===== src/rtl/vl_seq_pkg.sv =====
// Shared types and helpers for the vector-length sequencer.
package vl_seq_pkg;

    typedef enum logic [1:0] {
        IDLE = 2'd0,
        CFG  = 2'd1,
        RUN  = 2'd2
    } state_e;

    localparam int unsigned MVL_DEF = 32'd16;
    // The vector-length register comes out of reset holding the maximum length.
    localparam int unsigned RST_VL  = MVL_DEF;

    // Ceiling log2.
    function automatic int unsigned log2(input int unsigned n);
        int unsigned r;
        r = 32'd0;
        for (int i = 0; i < 32; i++) begin
            if ((64'd1 << i) < 64'(n)) begin
                r = 32'(i + 1);
            end
        end
        return r;
    endfunction

    function automatic int unsigned bitwidth(input int unsigned n);
        return (n < 32'd2) ? 32'd1 : log2(n);
    endfunction

endpackage


===== src/rtl/vl_seq_if.sv =====
// Element beat stream from the sequencer to the lane datapath.
interface vl_seq_if #(
    parameter int unsigned IW   = 4,
    parameter int unsigned TAGW = 8
) ();
    logic            el_valid;
    logic            el_ready;
    logic [IW-1:0]   el_idx;
    logic [TAGW-1:0] el_tag;
    logic            el_last;
    logic            el_active;

    modport master (
        output el_valid, el_idx, el_tag, el_last, el_active,
        input  el_ready
    );

    modport slave (
        input  el_valid, el_idx, el_tag, el_last, el_active,
        output el_ready
    );
endinterface


===== src/rtl/vl_elem_counter.sv =====
// Element index counter with synchronous clear-load, advance enable and
// terminal-count compare (last = idx is the final element of term).
module vl_elem_counter #(
    parameter int unsigned IW  = 4,
    parameter int unsigned VLW = 5
) (
    input  logic           clk,
    input  logic           rst,
    input  logic           load,
    input  logic           en,
    input  logic [VLW-1:0] term,
    output logic [IW-1:0]  idx,
    output logic           last
);
    logic [IW-1:0] idx_q;
    logic [IW-1:0] idx_d;

    // Next index: clear on load, advance on enable, else hold.
    always_comb begin
        idx_d = idx_q;
        if (load) begin
            idx_d = {IW{1'b0}};
        end else if (en) begin
            idx_d = idx_q + IW'(1);
        end else begin
            idx_d = idx_q;
        end
    end

    // Index register.
    always_ff @(posedge clk) begin
        if (rst) begin
            idx_q <= {IW{1'b0}};
        end else begin
            idx_q <= idx_d;
        end
    end

    assign idx  = idx_q;
    assign last = (VLW'(idx_q) == (term - VLW'(1)));
endmodule


===== src/rtl/vl_seq_ctrl.sv =====
// Vector-length controller: vsetvl grant (vl = min(AVL, MVL)) and per-element
// sequencing of operations. Optional macro VL_SEQ_TAIL_EN always walks MVL beats.
module vl_seq_ctrl
    import vl_seq_pkg::*;
#(
    parameter int unsigned MVL  = 16,
    parameter int unsigned VLW  = bitwidth(MVL) + 1,
    parameter int unsigned IW   = bitwidth(MVL),
    parameter int unsigned TAGW = 8
) (
    input  logic            clk,
    input  logic            rst,
    input  logic            cfg_valid,
    output logic            cfg_ready,
    input  logic [31:0]     cfg_avl,
    output logic            rsp_valid,
    output logic [VLW-1:0]  rsp_vl,
    output logic            vl_we,
    output logic [VLW-1:0]  vl_wdata,
    input  logic [VLW-1:0]  vl_q,
    input  logic            op_valid,
    output logic            op_ready,
    input  logic [TAGW-1:0] op_tag,
    vl_seq_if.master        el,
    output logic            op_done,
    output logic            busy
);
    state_e          state_q, state_d;
    logic [VLW-1:0]  avl_clip_q, avl_clip_d;
    logic [VLW-1:0]  vl_run_q, vl_run_d;
    logic [TAGW-1:0] tag_q, tag_d;
    logic            op_done_q, op_done_d;

    logic            cnt_load, cnt_en, cnt_last;
    logic [IW-1:0]   cnt_idx;
    logic [VLW-1:0]  term;
    logic            start_empty;
    logic [VLW-1:0]  avl_clip_s;

    assign avl_clip_s = (cfg_avl >= 32'(MVL)) ? VLW'(MVL) : cfg_avl[VLW-1:0];

`ifdef VL_SEQ_TAIL_EN
    assign term         = VLW'(MVL);
    assign start_empty  = 1'b0;
    assign el.el_active = (VLW'(cnt_idx) < vl_run_q);
`else
    // vl_q is checked at accept time, before vl_run has captured it.
    assign term         = vl_run_q;
    assign start_empty  = (vl_q == {VLW{1'b0}});
    assign el.el_active = 1'b1;
`endif

    vl_elem_counter #(.IW(IW), .VLW(VLW)) u_cnt (
        .clk  (clk),
        .rst  (rst),
        .load (cnt_load),
        .en   (cnt_en),
        .term (term),
        .idx  (cnt_idx),
        .last (cnt_last)
    );

    // Next-state and datapath control; configuration wins over an operation.
    always_comb begin
        state_d    = state_q;
        avl_clip_d = avl_clip_q;
        vl_run_d   = vl_run_q;
        tag_d      = tag_q;
        op_done_d  = 1'b0;
        cnt_load   = 1'b0;
        cnt_en     = 1'b0;
        case (state_q)
            IDLE: begin
                if (cfg_valid) begin
                    state_d    = CFG;
                    avl_clip_d = avl_clip_s;
                end else if (op_valid) begin
                    vl_run_d = vl_q;
                    tag_d    = op_tag;
                    cnt_load = 1'b1;
                    if (start_empty) begin
                        op_done_d = 1'b1;
                    end else begin
                        state_d = RUN;
                    end
                end else begin
                    state_d = IDLE;
                end
            end
            CFG: begin
                state_d = IDLE;
            end
            RUN: begin
                if (el.el_ready) begin
                    if (cnt_last) begin
                        state_d   = IDLE;
                        op_done_d = 1'b1;
                    end else begin
                        cnt_en = 1'b1;
                    end
                end else begin
                    state_d = RUN;
                end
            end
            default: begin
                state_d = IDLE;
            end
        endcase
    end

    // Control and datapath registers.
    always_ff @(posedge clk) begin
        if (rst) begin
            state_q    <= IDLE;
            avl_clip_q <= {VLW{1'b0}};
            vl_run_q   <= {VLW{1'b0}};
            tag_q      <= {TAGW{1'b0}};
            op_done_q  <= 1'b0;
        end else begin
            state_q    <= state_d;
            avl_clip_q <= avl_clip_d;
            vl_run_q   <= vl_run_d;
            tag_q      <= tag_d;
            op_done_q  <= op_done_d;
        end
    end

    assign cfg_ready   = (state_q == IDLE);
    assign op_ready    = (state_q == IDLE) && !cfg_valid;
    assign rsp_valid   = (state_q == CFG);
    assign rsp_vl      = avl_clip_q;
    assign vl_we       = (state_q == CFG);
    assign vl_wdata    = avl_clip_q;
    assign el.el_valid = (state_q == RUN);
    assign el.el_idx   = cnt_idx;
    assign el.el_tag   = tag_q;
    assign el.el_last  = (state_q == RUN) && cnt_last;
    assign op_done     = op_done_q;
    assign busy        = (state_q != IDLE);
endmodule

===== src/flat_wrapper.sv =====
// flat-port wrapper written by rule: the top's interface ports become plain ports
module vl_seq_ctrl_flat import vl_seq_pkg::*;
#(
    parameter int unsigned MVL  = 16,
    parameter int unsigned VLW  = bitwidth(MVL) + 1,
    parameter int unsigned IW   = bitwidth(MVL),
    parameter int unsigned TAGW = 8
)
  (clk, rst, cfg_valid, cfg_ready, cfg_avl, rsp_valid, rsp_vl, vl_we, vl_wdata, vl_q, op_valid, op_ready, op_tag, op_done, busy, el_el_valid, el_el_idx, el_el_tag, el_el_last, el_el_active, el_el_ready);
  vl_seq_if #(.IW(IW), .TAGW(TAGW)) el_i ();
  input  logic clk;
  input  logic rst;
  input  logic cfg_valid;
  output logic cfg_ready;
  input  logic [31:0] cfg_avl;
  output logic rsp_valid;
  output logic [VLW-1:0] rsp_vl;
  output logic vl_we;
  output logic [VLW-1:0] vl_wdata;
  input  logic [VLW-1:0] vl_q;
  input  logic op_valid;
  output logic op_ready;
  input  logic [TAGW-1:0] op_tag;
  output logic op_done;
  output logic busy;
  output wire logic [$bits(el_i.el_valid)-1:0] el_el_valid;
  output wire logic [$bits(el_i.el_idx)-1:0] el_el_idx;
  output wire logic [$bits(el_i.el_tag)-1:0] el_el_tag;
  output wire logic [$bits(el_i.el_last)-1:0] el_el_last;
  output wire logic [$bits(el_i.el_active)-1:0] el_el_active;
  input wire logic [$bits(el_i.el_ready)-1:0] el_el_ready;
  assign el_el_valid = el_i.el_valid;
  assign el_el_idx = el_i.el_idx;
  assign el_el_tag = el_i.el_tag;
  assign el_el_last = el_i.el_last;
  assign el_el_active = el_i.el_active;
  assign el_i.el_ready = el_el_ready;
  vl_seq_ctrl #(.MVL(MVL), .VLW(VLW), .IW(IW), .TAGW(TAGW)) u_core (.clk(clk), .rst(rst), .cfg_valid(cfg_valid), .cfg_ready(cfg_ready), .cfg_avl(cfg_avl), .rsp_valid(rsp_valid), .rsp_vl(rsp_vl), .vl_we(vl_we), .vl_wdata(vl_wdata), .vl_q(vl_q), .op_valid(op_valid), .op_ready(op_ready), .op_tag(op_tag), .el(el_i), .op_done(op_done), .busy(busy));
endmodule

===== config.mk =====
export PLATFORM = sky130hd
export DESIGN_NAME = vl_seq_ctrl_flat
export DESIGN_NICKNAME = d
export VERILOG_FILES = /design/src/rtl/vl_seq_pkg.sv /design/src/rtl/vl_seq_if.sv /design/src/rtl/vl_elem_counter.sv /design/src/rtl/vl_seq_ctrl.sv /design/src/flat_wrapper.sv
export SDC_FILE = /design/constraint.sdc
export NUM_CORES = 1
export LEC_CHECK = 0
export BUFFER_PORTS_ARGS = -buffer_cell sky130_fd_sc_hd__buf_2
export CAP_MARGIN = 20
export CORE_ASPECT_RATIO = 0.8
export CORE_MARGIN = 8
export CORE_UTILIZATION = 38
export CTS_BUF_LIST = sky130_fd_sc_hd__clkbuf_8
export CTS_CLUSTER_DIAMETER = 80
export DETAILED_ROUTE_END_ITERATION = 8
export PLACE_DENSITY = 0.82
export RECOVER_POWER = 50
export SYNTH_ARGS = -nofsm -noshare
export SYNTH_HDL_FRONTEND = slang
export SYNTH_SLANG_ARGS = --single-unit

===== constraint.sdc =====
create_clock -name clk -period 1.9 [get_ports clk]
set_input_delay 0.285 -clock clk [delete_from_list [all_inputs] [get_ports clk]]
set_output_delay 0.285 -clock clk [all_outputs]
set_load 0.02 [all_outputs]

==> impl_metrics.py <==
metrics = {
    "outcome": {
        "outcome": "complete, but fails checks",
        "violations": "setup timing",
    },
    "setup_path": {
        "cp-end-kind": "output pin",
        "worstPathRequired_ns": 1.62,
        "cp-start-kind": "register",
        "startpoint": "u_core.term[0]",
        "crit_type": "reg -> out",
        "r2r-start": "u_core.term[0]",
        "arrival_ns": 1.65,
        "reg2reg_depth": 8,
        "crit_fanout": 4,
    },
    "timing": {
        "rsz0062_at_grt": "true",
        "hold_violations": 0,
        "skew_ns": 0.000874,
        "slew_violations": 0,
        "fmax_mhz": 517,
        "setup_viol": 1,
        "final.period_utilization_pct": 102,
        "whs_ns": 0.247,
        "setup_ws_ns": -0.0328,
        "min_period_ns": 1.93,
    },
    "drt": {
        "vias": 1311,
        "wl_per_cell_um": 12.6,
        "ant_nets": 0,
        "wl_mm": 3.42,
        "drt-initial-drc-count": 46,
        "first_pass_iters": 4,
        "via_per_inst": 4.84,
        "drc": 0,
    },
    "die": {
        "initial_utilization_pct": 39.5,
        "io_pins": 81,
        "die-area_mm2": 0.00522,
        "core_mm2": 0.00304,
        "die_h_um": 66.3,
        "fp.dieW_um": 78.8,
        "rows": 18,
    },
    "power_and_ir_drop": {
        "p_per_area_mw_per_mm2": 638,
        "leakagePower_nw": 0.695,
        "vdd_drop_max_mv": 0.532,
    },
    "cells_and_area": {
        "area_delta_synth_final_pct": 40.7,
        "drive_above_1_share_pct": 35.1,
        "antenna_cells": 0,
        "layout.nets": 284,
        "fin_cells": 271,
        "post-route-util_pct": 55.5,
        "fillers": 327,
    },
    "logic_synthesis": {
        "ys_seq_area_share_pct": 41.7,
        "synth-seq-cells": 25,
        "synthesis.area_mm2": 0.00120,
        "synth_warnings": 0,
        "synth_nets": 207,
        "synth_area_leaders": "dfxtp_1 42%, nand2_1 11%, a21oi_1 10%, buf_4 4.4%, nor4_1 3.6%",
        "synth.avg_cell_area_um2": 7.74,
        "netlist-cell-type-count": 30,
        "synth.top_cell.area_share_pct": 41.7,
        "synth_cells": 155,
        "yosys.area.top_type": "dfxtp_1",
    },
    "clock_tree": {
        "cts_tree": "yes",
        "root_buffer": "clkbuf_8",
        "clock_path_buffers": 2,
        "ctsHtreeMaxLevel": 1,
        "path_clk_slew_ns": 0.09,
        "clk_latency_ns": 0.26,
        "clock-sinks": 25,
        "numCtsBuffers": 3,
    },
    "min_path": {
        "min-delay-start": "op_tag[2]",
        "whs_path_depth": 3,
        "hold_class": "in -> reg",
    },
    "global_route": {
        "grt_pass1_vias": 1352,
        "grt_usage_pct": 13.0,
        "grt_max_degree": 23,
        "grt-ovfl-total": 0,
        "antenna_found_initial": 0,
        "grt_pass1_wl_mm": 5.73,
    },
    "place": {
        "port_buffers": 79,
        "hpwlAfterDp_mm": 2.70,
        "place.gp.congestion": 0.738,
        "placed_cells": 265,
    },
    "job": {
        "drv_cap": 0,
    },
}
==> state kept, by name, indices dropped and copies added, names as in the netlist <==
| name | flops |
|---|---|
| u_core.u_cnt.idx | 4 |
| u_core.state_q | 2 |
| u_core.rsp_vl | 5 |
| u_core.term | 5 |
| u_core.op_done | 1 |
| u_core.el.el_tag | 8 |
==> worst max-delay path, cell delays in order, from the launching register on <==
cell      delay [ns]
dfxtp_2         0.34
inv_2           0.05
ha_4            0.16
nand4b_1        0.12
a21oi_2         0.07
o311a_4         0.38
and2_4          0.14
buf_6           0.12
==> routing by layer <==
metal	global-route usage, %	vias up	routed length (um)
met5	0	-	0
met4	1.84	0	0
met3	5.98	0	264
met2	23.7	41	1750
met1	13.8	591	1410
li1	-	679	-
==> where the power goes <==
group,internal (mW),switching [mW],leakage (nW)
combinational,0.0918,0.118,0.464
clock,0.144,0.164,0.0269
sequential,0.543,0.0155,0.205
total,0.779,0.297,0.695
==> kinds of logic after synthesis <==
kind of cell,share of synthesized area (%)
compound gates,14.4
simple gates,30.0
flops,41.7
buf+inv,7.82
xor+xnor,3.65
other cells,0.313
fa+ha+maj,2.09
==> Yosys cell counts <==
master	number
or3_1	3
nand4_1	2
nand4b_1	1
nor4b_1	1
nand2_1	35
nor2b_1	2
nand3_1	5
nand2b_1	1
a211oi_1	1
conb_1	1
a21bo_2	1
xor2_1	2
nand3b_1	2
ha_1	2
buf_4	7
and2_1	2
dfxtp_1	25
nor3_1	5
nor4_1	7
a21oi_1	24
o311a_1	1
inv_1	3
clkbuf_1	5
or4_1	1
xnor2_1	3
nor2_1	5
o21ai_0	5
buf_6	1
and2_0	1
and2_2	1
==> area by class of cell <==
type / instances / area, um2 / area share, %
Tap cell: 40 / 50.0 / 2.97
Clock inverter: 1 / 3.75 / 0.222
Sequential cell: 25 / 504 / 29.9
Timing Repair Buffer: 85 / 419 / 24.8
Clock buffer: 3 / 41.3 / 2.45
Inverter: 3 / 11.3 / 0.667
Multi-Input combinational cell: 114 / 658 / 39.0
==> worst paths after layout <==
kind | slack (ns) | endpoint
setup / recovery | -0.03 | el_el_last
hold / removal | 0.25 | u_core.el.el_tag[2]
setup reg to reg | 0.06 | u_core.u_cnt.idx[0]
hold reg to reg | 0.46 | u_core.el.el_tag[7]
==> cells in the final DEF, fill, tap and decap left out <==
| cell | netlist | routed |
|---|---|---|
| nand2_1 | 35 | 35 |
| inv_1 | 3 | 2 |
| buf_6 | 1 | 1 |
| nand4_1 | 2 | 2 |
| nand3_1 | 5 | 5 |
| a211oi_1 | 1 | 1 |
| a21bo_2 | 1 | 1 |
| dfxtp_1 | 25 | 22 |
| nor2_1 | 5 | 5 |
| conb_1 | 1 | 1 |
| or3_1 | 3 | 2 |
| xnor2_1 | 3 | 3 |
| or3_4 | 0 | 1 |
| nor4b_2 | 0 | 1 |
| nand4b_1 | 1 | 1 |
| and2_0 | 1 | 1 |
| o21ai_0 | 5 | 5 |
| a21oi_2 | 0 | 3 |
| buf_4 | 7 | 6 |
| ha_4 | 0 | 1 |
| clkbuf_8 | 0 | 3 |
| nand3b_1 | 2 | 2 |
| clkbuf_1 | 5 | 22 |
| nand2b_1 | 1 | 1 |
| buf_2 | 0 | 56 |
| dfxtp_2 | 0 | 3 |
| ha_1 | 2 | 1 |
| xor2_1 | 2 | 2 |
| nor3_2 | 0 | 1 |
| o311a_4 | 0 | 1 |
| and2_4 | 0 | 1 |
| nor4_1 | 7 | 7 |
| nor2b_1 | 2 | 2 |
| a21oi_1 | 24 | 21 |
| inv_2 | 0 | 2 |
| and2_1 | 2 | 2 |
| or4_1 | 1 | 1 |
| nor3_1 | 5 | 4 |
==> stage by stage <==
stage	cell area [um2]	worst slack, ns	total power, mW	TNS, ns
3_5_place_dp	1590	0.00139	0.773	0
4_1_cts	1690	-0.0528	1.09	-0.0528
2_1_floorplan	1200	0.103	0.681	0
5_1_grt	1690	-0.115	1.14	-0.178
3_3_place_gp	1590	0.0411	0.769	0
6_report	1690	-0.0328	1.08	-0.0328
==> repair_timing <==
action | in CTS | in global routing
setup buffers | 2 | 0
pin swaps | 4 | 5
hold buffers | 0 | 0
setup endpoints to repair | 1 | 4
resized for setup | 10 | 7
Power figures use the tool's default switching activity.
